### src/rtl/usb_tx_serializer_pkg.sv
// ----------------------------------------------------------------------------
// usb_tx_pkg
// Shared types and constants for the USB full-speed transmit serializer.
//   tx_state_t  : serializer FSM states
//   SYNC_BYTE   : SYNC pattern sent ahead of packet data when SYNC insertion
//                 is built in (USB_TX_SYNC_EN)
//   STUFF_LIMIT : run of consecutive 1s that forces a stuff bit
//   LINE_*      : bus line states encoded as {d_plus, d_minus}
// ----------------------------------------------------------------------------
package usb_tx_pkg;

    typedef enum logic [2:0] {
        ST_IDLE,
        ST_SHIFT,
        ST_STUFF,
        ST_EOP_SE0,
        ST_EOP_J
    } tx_state_t;

    localparam logic [7:0] SYNC_BYTE   = 8'h80;
    localparam int         STUFF_LIMIT = 6;

    localparam logic [1:0] LINE_J   = 2'b10;
    localparam logic [1:0] LINE_K   = 2'b01;
    localparam logic [1:0] LINE_SE0 = 2'b00;

endpackage

### src/rtl/usb_tx_serializer_if.sv
// ----------------------------------------------------------------------------
// usb_tx_serializer_if
// Byte handshake between the TX packet-assembly logic and the serializer.
//   tx_data  : packet byte, LSB sent first
//   tx_valid : tx_data/tx_last valid
//   tx_last  : byte is the final byte of the packet
//   tx_ready : serializer holding register empty
// A byte transfers on a rising edge where tx_valid & tx_ready.
// modport master : upstream packet source
// modport slave  : serializer
// ----------------------------------------------------------------------------
interface usb_tx_serializer_if;

    logic [7:0] tx_data;
    logic       tx_valid;
    logic       tx_last;
    logic       tx_ready;

    modport master (
        output tx_data,
        output tx_valid,
        output tx_last,
        input  tx_ready
    );

    modport slave (
        input  tx_data,
        input  tx_valid,
        input  tx_last,
        output tx_ready
    );

endinterface

### src/rtl/usb_tx_serializer_nrzi_encoder.sv
// ----------------------------------------------------------------------------
// usb_nrzi_encoder
// Registered NRZI line driver. On each bit_strobe the line is updated:
//   force_se0 : drive SE0 (NRZI level is kept)
//   force_j   : drive J and re-seed the NRZI level to J
//   otherwise : tx_bit = 0 toggles J/K, tx_bit = 1 holds the current level
// Ports:
//   clk, rst            : clock, asynchronous active-high reset (line -> J)
//   tx_bit              : data/stuff bit to encode
//   bit_strobe          : update the line this cycle
//   force_se0, force_j  : EOP line overrides (force_se0 wins)
//   d_plus, d_minus     : registered bus outputs
// ----------------------------------------------------------------------------
module usb_nrzi_encoder
    import usb_tx_pkg::*;
(
    input  logic clk,
    input  logic rst,
    input  logic tx_bit,
    input  logic bit_strobe,
    input  logic force_se0,
    input  logic force_j,
    output logic d_plus,
    output logic d_minus
);

    logic [1:0] line_reg;
    logic [1:0] line_next;
    logic       level_reg;      // 1 = J, 0 = K
    logic       level_next;

    always_comb begin
        line_next  = line_reg;
        level_next = level_reg;
        if (bit_strobe) begin
            if (force_se0) begin
                line_next = LINE_SE0;
            end else if (force_j) begin
                level_next = 1'b1;
                line_next  = LINE_J;
            end else begin
                level_next = tx_bit ? level_reg : ~level_reg;
                line_next  = level_next ? LINE_J : LINE_K;
            end
        end
    end

    always_ff @(posedge clk or posedge rst) begin
        if (rst) begin
            line_reg  <= LINE_J;
            level_reg <= 1'b1;
        end else begin
            line_reg  <= line_next;
            level_reg <= level_next;
        end
    end

    assign d_plus  = line_reg[1];
    assign d_minus = line_reg[0];

endmodule

### src/rtl/usb_tx_serializer.sv
// ----------------------------------------------------------------------------
// usb_tx_serializer
// USB full-speed transmit serializer: takes packet bytes over a valid/ready
// handshake, shifts them out LSB-first, inserts a stuff bit after every
// STUFF_LIMIT consecutive 1s, NRZI-encodes onto d_plus/d_minus and closes
// each packet with EOP (SE0, SE0, J).
// Build option: define USB_TX_SYNC_EN to send SYNC_BYTE ahead of the first
// packet byte; otherwise upstream supplies SYNC as the first byte.
// Parameters:
//   CLKS_PER_BIT : clock cycles per bus bit period (>= 2)
// Ports:
//   clk, rst  : clock, asynchronous active-high reset
//   bus       : byte handshake (slave side)
//   d_plus    : bus D+ (registered)
//   d_minus   : bus D- (registered)
//   tx_active : high from the first bit of a packet through the end of EOP
//   tx_err    : one-cycle pulse when the next byte is missing (underrun)
// ----------------------------------------------------------------------------
module usb_tx_serializer
    import usb_tx_pkg::*;
#(
    parameter int CLKS_PER_BIT = 8
)
(
    input  logic                 clk,
    input  logic                 rst,
    usb_tx_serializer_if.slave   bus,
    output logic                 d_plus,
    output logic                 d_minus,
    output logic                 tx_active,
    output logic                 tx_err
);

    localparam int            TW         = $clog2(CLKS_PER_BIT);
    localparam logic [TW-1:0] TIMER_LAST = TW'(CLKS_PER_BIT - 1);
    localparam logic [2:0]    ONES_LIMIT = 3'(STUFF_LIMIT);

    tx_state_t     state_reg, state_next;
    logic [TW-1:0] timer_reg, timer_next;
    logic [7:0]    shift_reg, shift_next;
    logic [2:0]    bit_idx_reg, bit_idx_next;
    logic [2:0]    ones_reg, ones_next;
    logic          last_reg, last_next;
    logic          se0_second_reg, se0_second_next;
    logic          active_reg, active_next;
    logic          err_reg, err_next;

    logic [7:0]    hold_data_reg;
    logic          hold_last_reg;
    logic          hold_full_reg;

    logic          expire;
    logic          strobe;
    logic          nrzi_bit;
    logic          force_se0;
    logic          force_j;
    logic          consume;
    logic          advance;

    assign expire = (timer_reg == TIMER_LAST);

    // ------------------------------------------------------------------
    // Next-state / line-update logic. Every line update (strobe) restarts
    // the bit timer, so each segment lasts exactly CLKS_PER_BIT cycles.
    // ------------------------------------------------------------------
    always_comb begin
        state_next      = state_reg;
        shift_next      = shift_reg;
        bit_idx_next    = bit_idx_reg;
        ones_next       = ones_reg;
        last_next       = last_reg;
        se0_second_next = se0_second_reg;
        active_next     = active_reg;
        err_next        = 1'b0;
        strobe          = 1'b0;
        nrzi_bit        = 1'b0;
        force_se0       = 1'b0;
        force_j         = 1'b0;
        consume         = 1'b0;
        advance         = 1'b0;

        case (state_reg)
            ST_IDLE: begin
                if (hold_full_reg) begin
                    state_next   = ST_SHIFT;
                    active_next  = 1'b1;
                    bit_idx_next = 3'd0;
                    strobe       = 1'b1;
`ifdef USB_TX_SYNC_EN
                    // Holding byte stays put until SYNC has been shifted out.
                    shift_next   = SYNC_BYTE;
                    last_next    = 1'b0;
                    nrzi_bit     = SYNC_BYTE[0];
`else
                    shift_next   = hold_data_reg;
                    last_next    = hold_last_reg;
                    consume      = 1'b1;
                    nrzi_bit     = hold_data_reg[0];
`endif
                    ones_next    = nrzi_bit ? 3'd1 : 3'd0;
                end
            end

            ST_SHIFT: begin
                if (expire) begin
                    if (ones_reg == ONES_LIMIT) begin
                        state_next = ST_STUFF;
                        strobe     = 1'b1;
                        nrzi_bit   = 1'b0;
                        ones_next  = 3'd0;
                    end else begin
                        advance = 1'b1;
                    end
                end
            end

            // The stuff bit does not move bit_idx, so the end-of-byte
            // decision after it is the one the preceding data bit deferred.
            ST_STUFF: begin
                if (expire) begin
                    advance = 1'b1;
                end
            end

            ST_EOP_SE0: begin
                if (expire) begin
                    strobe = 1'b1;
                    if (!se0_second_reg) begin
                        se0_second_next = 1'b1;
                        force_se0       = 1'b1;
                    end else begin
                        state_next = ST_EOP_J;
                        force_j    = 1'b1;
                    end
                end
            end

            ST_EOP_J: begin
                if (expire) begin
                    state_next  = ST_IDLE;
                    active_next = 1'b0;
                end
            end

            default: begin
                state_next = ST_IDLE;
            end
        endcase

        // Move to the next data bit, the next byte, or EOP.
        if (advance) begin
            strobe = 1'b1;
            if (bit_idx_reg != 3'd7) begin
                state_next   = ST_SHIFT;
                bit_idx_next = bit_idx_reg + 3'd1;
                nrzi_bit     = shift_reg[bit_idx_next];
                ones_next    = nrzi_bit ? ones_reg + 3'd1 : 3'd0;
            end else if (last_reg || !hold_full_reg) begin
                err_next        = ~last_reg;
                state_next      = ST_EOP_SE0;
                force_se0       = 1'b1;
                se0_second_next = 1'b0;
            end else begin
                state_next   = ST_SHIFT;
                shift_next   = hold_data_reg;
                last_next    = hold_last_reg;
                consume      = 1'b1;
                bit_idx_next = 3'd0;
                nrzi_bit     = hold_data_reg[0];
                ones_next    = nrzi_bit ? ones_reg + 3'd1 : 3'd0;
            end
        end

        if (strobe || expire) begin
            timer_next = '0;
        end else begin
            timer_next = timer_reg + 1'b1;
        end
    end

    always_ff @(posedge clk or posedge rst) begin
        if (rst) begin
            state_reg      <= ST_IDLE;
            timer_reg      <= '0;
            shift_reg      <= '0;
            bit_idx_reg    <= '0;
            ones_reg       <= '0;
            last_reg       <= 1'b0;
            se0_second_reg <= 1'b0;
            active_reg     <= 1'b0;
            err_reg        <= 1'b0;
        end else begin
            state_reg      <= state_next;
            timer_reg      <= timer_next;
            shift_reg      <= shift_next;
            bit_idx_reg    <= bit_idx_next;
            ones_reg       <= ones_next;
            last_reg       <= last_next;
            se0_second_reg <= se0_second_next;
            active_reg     <= active_next;
            err_reg        <= err_next;
        end
    end

    // ------------------------------------------------------------------
    // Holding register. Capture and consume never coincide: capture needs
    // it empty, consume needs it full.
    // ------------------------------------------------------------------
    always_ff @(posedge clk or posedge rst) begin
        if (rst) begin
            hold_data_reg <= '0;
            hold_last_reg <= 1'b0;
            hold_full_reg <= 1'b0;
        end else if (consume) begin
            hold_full_reg <= 1'b0;
        end else if (bus.tx_valid && !hold_full_reg) begin
            hold_data_reg <= bus.tx_data;
            hold_last_reg <= bus.tx_last;
            hold_full_reg <= 1'b1;
        end
    end

    assign bus.tx_ready = ~hold_full_reg;
    assign tx_active    = active_reg;
    assign tx_err       = err_reg;

    usb_nrzi_encoder u_nrzi (
        .clk        (clk),
        .rst        (rst),
        .tx_bit     (nrzi_bit),
        .bit_strobe (strobe),
        .force_se0  (force_se0),
        .force_j    (force_j),
        .d_plus     (d_plus),
        .d_minus    (d_minus)
    );

endmodule
### src/flat_wrapper.sv
// flat-port wrapper written by rule: the top's interface ports become plain ports
module usb_tx_serializer_flat import usb_tx_pkg::*;
#(
    parameter int CLKS_PER_BIT = 8
)
  (clk, rst, d_plus, d_minus, tx_active, tx_err, bus_tx_data, bus_tx_valid, bus_tx_last, bus_tx_ready);
  usb_tx_serializer_if bus_i ();
  input  logic clk;
  input  logic rst;
  output logic d_plus;
  output logic d_minus;
  output logic tx_active;
  output logic tx_err;
  input wire logic [$bits(bus_i.tx_data)-1:0] bus_tx_data;
  input wire logic [$bits(bus_i.tx_valid)-1:0] bus_tx_valid;
  input wire logic [$bits(bus_i.tx_last)-1:0] bus_tx_last;
  output wire logic [$bits(bus_i.tx_ready)-1:0] bus_tx_ready;
  assign bus_i.tx_data = bus_tx_data;
  assign bus_i.tx_valid = bus_tx_valid;
  assign bus_i.tx_last = bus_tx_last;
  assign bus_tx_ready = bus_i.tx_ready;
  usb_tx_serializer #(.CLKS_PER_BIT(CLKS_PER_BIT)) u_core (.clk(clk), .rst(rst), .bus(bus_i), .d_plus(d_plus), .d_minus(d_minus), .tx_active(tx_active), .tx_err(tx_err));
endmodule
### config.mk
export PLATFORM = sky130hd
export DESIGN_NAME = usb_tx_serializer_flat
export DESIGN_NICKNAME = d
export VERILOG_FILES = /design/src/rtl/usb_tx_serializer_pkg.sv /design/src/rtl/usb_tx_serializer_if.sv /design/src/rtl/usb_tx_serializer_nrzi_encoder.sv /design/src/rtl/usb_tx_serializer.sv /design/src/flat_wrapper.sv
export SDC_FILE = /design/constraint.sdc
export NUM_CORES = 1
export LEC_CHECK = 0
export CAP_MARGIN = 25
export CORE_AREA = 2 2 69 64
export CTS_CLUSTER_SIZE = 20
export DETAILED_ROUTE_END_ITERATION = 8
export DIE_AREA = 0 0 71 66
export PLACE_DENSITY = 0.74
export SYNTH_ARGS = -nofsm -noshare
export SYNTH_HDL_FRONTEND = slang
export SYNTH_HIERARCHICAL = 1
export SYNTH_SLANG_ARGS = --single-unit
### constraint.sdc
create_clock -name clk -period 2 [get_ports clk]
set_input_delay 0.4 -clock clk [delete_from_list [all_inputs] [get_ports clk]]
set_output_delay 0.4 -clock clk [all_outputs]
set_load 0.02 [all_outputs]
==> qor.yml, run 1 <==
power_and_ir_drop:
  ir_drop_v: 0.000670
  pwr-share-clk_pct: 14.5
  internal_power_mw: 2.16
  power_frac_seq_pct: 39.3
  power.leakage_nw: 1.07
  total_power_mw: 3.45
  p_sw_mw: 1.29
  swShare_pct: 37.3
  combPwrFrac_pct: 46.2
  power_density_nw_per_um2: 1410
cells_and_area:
  drive_above_1_share_pct: 28.0
  seq_area_um2: 928
  syn_to_final_growth_pct: 21.2
  fin_nets: 236
  multi_input_area_um2: 1060
  fin_util_pct: 61.1
  diodes: 0
  fillers: 335
critical_path:
  rr_worst_depth: 9
  r2r_end: "u_core/u_nrzi/line_reg[0]"
  reg2reg_from: "u_core/bit_idx_reg[0]"
  cp_num_buf_inv: 0
  cpMaxStageDelayCell: "dfrtp_1"
  cp_data_arrival_time_ns: 2.10
  crit_fanout: 5
  cpLargestDelayFamily: "adder cells"
  crit_path_cell_trace: "ha_2, ha_4, nand3b_1, nand4_1, o2bb2a_4, nand2_4, xor2_2, nand3_1, o21ai_0"
  crit_path_end_kind: "register"
  crit_required_ns: 2.21
  critPathKind: "register to register"
  r2r_setup_slack_ns: 0.11
  cpPeakStageDelay_ns: 0.39
  worstSetupStartpointType: "register"
route:
  ant_nets: 0
  dr.pass1.iters: 6
  drt-initial-drc-count: 75
  wl_mm: 4.00
  wl_per_cell_um: 15.0
  drc: 0
  vias_per_cell: 5.63
  vias: 1498
placement:
  pre_cts_slack_ns: -0.0350
  gp_congestion: 0.925
  dp_hpwl_mm: 2.94
  numPortBuffers: 16
clock_network:
  cts.sinks: 37
  clk_pin_slew_worst_paths_ns: 0.07
  root_buffer: "clkbuf_8"
  numCtsBuffers: 5
  cts_tree: "done"
  ctsHoldBuffers: 0
  htree_levels: 2
  clk_latency_ns: 0.29
  cts_buffer_depth: 2
die:
  fp.dieH_um: 66
  core_um2: 3990
  io_pins: 17
  die-width_um: 71
  start_util_pct: 50.4
  fp-row-count: 22
  design.die.area_um2: 4690
timing:
  clock_skew_ns: 0.00580
  fin_crit_sh_pct: 94.4
  hold_viol_final: 0
  setup_violations: 0
  worst_pin_slew_ns: 0.429
  slew_headroom_pct: 71.4
  finalWorstSetupSlack_ns: 0.112
  setup_tns_ns: 0
  max_freq_mhz: 530
  drv_slew: 0
  period_needed_ns: 1.89
synthesis:
  synth-seq-cells: 37
  yosys-top-cells-count: "dfrtp_1, nand2_1, o21ai_0"
  ys_seq_area_share_pct: 46.2
  syn_inst: 188
  synthArstFlopShare_pct: 100
  syn_avg_cell_area_um2: 10.7
  netlist_area_um2: 2010
  synth.largest_area_cell: "dfrtp_1"
  ys_top_cells_by_area: "dfrtp_1, mux2_4, mux2_2"
  ys.flop_type: "dfrtp_1"
  yosysUniqueCellTypes: 44
  synth_most_common_cell: "dfrtp_1"
  ys_warn_count: 6
  synth_nets: 207
  synth_top_area_share_pct: 43.6
  synth_edf_count: 0
worst_hold_path:
  hold_class: "input port to async pin"
global_routing:
  gr-total-overflow: 0
  grt_pass1_vias: 1468
  grt.total_usage_pct: 18.9
  grt_pass1_wl_mm: 6.78
  grt_max_degree: 35
  antenna_found_initial: 0
run_status:
  outcome: "finished clean"
flow_run:
  maxCapViolCount: 0
-- final cells by class --
cell class	count	share of cell area, %
Tap cell	48	2.46
Timing Repair Buffer	31	11.2
Inverter	9	1.39
Clock buffer	5	2.82
Clock inverter	3	0.719
Multi-Input combinational cell	133	43.3
Sequential cell	37	38.1
-- worst register-to-register path: cells and delay by family, from the launching register on --
kind | cells | cell delay (ns)
fa+ha+maj | 2 | 0.48
simple gates | 4 | 0.45
flops | 1 | 0.39
compound gates | 2 | 0.35
xor+xnor | 1 | 0.17
-- per-stage QoR --
stage / std cells / area (um2) / hold slack, ns
2_1_floorplan: 188 / 2010 / 0.152
3_3_place_gp: 257 / 2290 / 0.420
3_5_place_dp: 257 / 2290 / 0.430
4_1_cts: 266 / 2410 / 0.298
5_1_grt: 266 / 2440 / 0.322
6_report: 266 / 2440 / 0.297
-- worst max path at each step --
| stage | from | end | slack [ns] | cells after the start |
|---|---|---|---|---|
| floorplan | u_core/timer_reg[0] | u_core/u_nrzi/level_reg | 0.05 | 10 |
| finish | u_core/bit_idx_reg[0] | u_core/u_nrzi/line_reg[0] | 0.11 | 9 |
| global route | u_core/bit_idx_reg[1] | u_core/u_nrzi/line_reg[0] | -0.002 | 9 |
| CTS | u_core/bit_idx_reg[0] | u_core/u_nrzi/line_reg[0] | 0.005 | 10 |
| global placement | u_core/bit_idx_reg[0] | u_core/u_nrzi/line_reg[0] | 0.07 | 9 |
| detailed placement | u_core/bit_idx_reg[0] | u_core/u_nrzi/line_reg[0] | -0.03 | 9 |
-- cells in the final DEF (no fill, tap or decap), types with 4 or more instances in the layout --
| cell | Yosys | final |
|---|---|---|
| a21oi_1 | 5 | 5 |
| buf_4 | 1 | 15 |
| clkbuf_8 | 0 | 5 |
| clkdlybuf4s50_1 | 0 | 16 |
| dfrtp_1 | 35 | 35 |
| inv_1 | 9 | 9 |
| mux2_2 | 10 | 9 |
| mux2_4 | 8 | 9 |
| mux2i_1 | 5 | 4 |
| nand2_1 | 16 | 15 |
| nand3_1 | 10 | 10 |
| nor2_1 | 11 | 11 |
| nor2b_1 | 5 | 5 |
| o21ai_0 | 12 | 11 |
-- per-layer routing --
layer | part of all wire [%] | vias to the layer above | global-route usage [%]
met5 | 0 | - | 0
met4 | 1.7 | 0 | 7.55
met3 | 4.3 | 8 | 5.03
met2 | 46 | 40 | 30.1
met1 | 48 | 727 | 24.6
li1 | - | 723 | -
-- power groups by stage --
stage          registers, mW  logic [mW]  clock network [mW]
3_5_place_dp            1.36        1.49                   0
5_1_grt                 1.40        1.74               0.551
2_1_floorplan           1.29        1.14                   0
6_report                1.36        1.59               0.499
4_1_cts                 1.35        1.54               0.517
3_3_place_gp            1.34        1.42                   0
-- logic make-up (layout without fill, tap and decap cells) --
logic type                 after synthesis  in the layout  synth area share [%]
and+or+nand+nor                         61             61                  16.4
AOI/OAI and AO/OA                       40             40                  14.3
DFF                                     37             37                  46.2
muxes                                   23             23                  14.1
buffers and inverters                   18             48                  3.92
adders and majority gates                7              7                  4.36
xor gates and xnor gates                 2              2                 0.871
-- timing repair --
action | 4_1_cts | 5_1_grt
pin swaps | 2 | 5
setup endpoints to repair | 2 | 11
setup buffers | 1 | 0
resized for setup | 3 | 9
(Power assumes the default switching activity.)
==> inputs of run 2 (changes only) <==
--- a/config.mk
+++ b/config.mk
@@ -6,11 +6,11 @@
 export NUM_CORES = 1
 export LEC_CHECK = 0
 export CAP_MARGIN = 25
-export CORE_AREA = 2 2 69 64
-export CTS_CLUSTER_SIZE = 20
+export CORE_AREA = 2 2 70 66
 export DETAILED_ROUTE_END_ITERATION = 8
-export DIE_AREA = 0 0 71 66
-export PLACE_DENSITY = 0.74
+export DIE_AREA = 0 0 72 68
+export GPL_ROUTABILITY_DRIVEN = 0
+export PLACE_DENSITY = 0.71
 export SYNTH_ARGS = -nofsm -noshare
 export SYNTH_HDL_FRONTEND = slang
 export SYNTH_HIERARCHICAL = 1
==> qor.yml, run 2 (same netlist as run 1, synthesis figures left out) <==
timing:
  hold_viol_final: 0
  fin_crit_sh_pct: 94.4
  period_needed_ns: 1.89
  rsz0062_at_grt: "false"
  max_freq_mhz: 530
  setup_tns_ns: 0
  clock_skew_ns: 0.00491
  setup_violations: 0
  slew_headroom_pct: 72.5
  drv_slew: 0
  worst_pin_slew_ns: 0.413
route:
  drt-initial-drc-count: 107
  drc: 0
  vias: 1431
  wl_per_cell_um: 13.6
  vias_per_cell: 5.32
  dr.pass1.iters: 4
  wl_mm: 3.67
  ant_nets: 0
die:
  core_um2: 4230
  die-width_um: 72
  io_pins: 17
  fp-row-count: 23
  fp.dieH_um: 68
  design.die.area_um2: 4900
  start_util_pct: 47.5
critical_path:
  r2r_setup_slack_ns: 0.11
  crit_path_end_kind: "register"
  cp_data_arrival_time_ns: 2.07
  cpLargestDelayFamily: "multiplexers"
  cp_num_buf_inv: 2
  reg2reg_from: "u_core/ones_reg[0]"
  crit_required_ns: 2.18
  worstSetupStartpointType: "register"
  critPathKind: "register to register"
  rr_worst_depth: 8
  crit_path_cell_trace: "inv_1, ha_4, a21oi_2, mux2i_1, nor3_4, buf_4, nor2_8, mux2_4"
  crit_fanout: 9
  r2r_end: "u_core/shift_reg[4]"
  cpPeakStageDelay_ns: 0.39
  cpMaxStageDelayCell: "dfrtp_1"
placement:
  dp_hpwl_mm: 2.72
  numPortBuffers: 16
cells_and_area:
  syn_to_final_growth_pct: 22.7
  fillers: 364
  drive_above_1_share_pct: 28.8
  mostFrequentLayoutCell: "dfrtp_1"
  fin_util_pct: 58.3
  diodes: 0
  final_cell_mix: "dfrtp_1, clkdlybuf4s50_1, buf_4"
  fin_nets: 237
clock_network:
  ctsHoldBuffers: 0
  clk_pin_slew_worst_paths_ns: 0.08
  cts_buffer_depth: 2
  numCtsBuffers: 5
  root_buffer: "clkbuf_8"
  clk_latency_ns: 0.29
  cts_tree: "done"
  cts.sinks: 37
  htree_levels: 2
global_routing:
  antenna_found_initial: 0
  grt_pass1_wl_mm: 6.99
  grt.total_usage_pct: 18.6
  grt_max_degree: 35
  gr-total-overflow: 0
  grt_pass1_vias: 1501
power_and_ir_drop:
  power_density_nw_per_um2: 1410
  total_power_mw: 3.48
  ir_drop_v: 0.000831
  power.leakage_nw: 1.08
run_status:
  outcome: "finished clean"
flow_run:
  maxCapViolCount: 0
worst_hold_path:
  hold_class: "input port to async pin"
==> run 2: layout make-up <==
| cell class | instances | area, um2 | area share, % |
|---|---|---|---|
| Clock buffer | 5 | 68.8 | 2.79 |
| Clock inverter | 3 | 25.0 | 1.01 |
| Inverter | 9 | 33.8 | 1.37 |
| Multi-Input combinational cell | 133 | 1070 | 43.3 |
| Sequential cell | 37 | 928 | 37.6 |
| Tap cell | 50 | 62.6 | 2.54 |
| Timing Repair Buffer | 32 | 280 | 11.4 |
==> run 2: what timing repair did <==
item	4_1_cts	5_1_grt
resized for setup	2	10
pin swaps	1	2
setup buffers	0	1
endpoints found under the setup margin	1	11
gates cloned	0	0
==> run 2: through the flow <==
stage          std cells  hold WS (ns)  setup WS, ns  area [um2]
2_1_floorplan        188         0.152        0.0508        2010
3_3_place_gp         260         0.419        0.0458        2300
3_5_place_dp         260         0.436       -0.0138        2300
4_1_cts              268         0.297        0.0146        2410
5_1_grt              269         0.340       0.00212        2470
6_report             269         0.294         0.112        2470
==> run 2: report_power, final <==
part           switching (mW)  internal [mW]  leakage, nW
Sequential              0.253           1.09        0.443
Combinational           0.741          0.849        0.591
Clock                   0.287          0.254       0.0452
==> run 2: worst max path at each step <==
stage | depth (start not counted) | startpoint | slack (ns) | to
after floorplan | 10 | u_core/timer_reg[0] | 0.05 | u_core/u_nrzi/level_reg
after global placement | 9 | u_core/bit_idx_reg[0] | 0.05 | u_core/u_nrzi/line_reg[0]
after detailed placement | 9 | u_core/bit_idx_reg[0] | -0.01 | u_core/u_nrzi/line_reg[0]
after CTS | 9 | u_core/bit_idx_reg[0] | 0.01 | u_core/u_nrzi/line_reg[0]
after global routing | 10 | u_core/timer_reg[0] | 0.002 | u_core/u_nrzi/level_reg
final | 8 | u_core/ones_reg[0] | 0.11 | u_core/shift_reg[4]
==> run 2: layer usage <==
layer  up-vias  GRT usage (%)  wire (um)
met5         -              0          0
met4         0           7.08         65
met3         6           3.98         97
met2        20           28.7       1610
met1       682           25.8       1890
li1        723              -          -
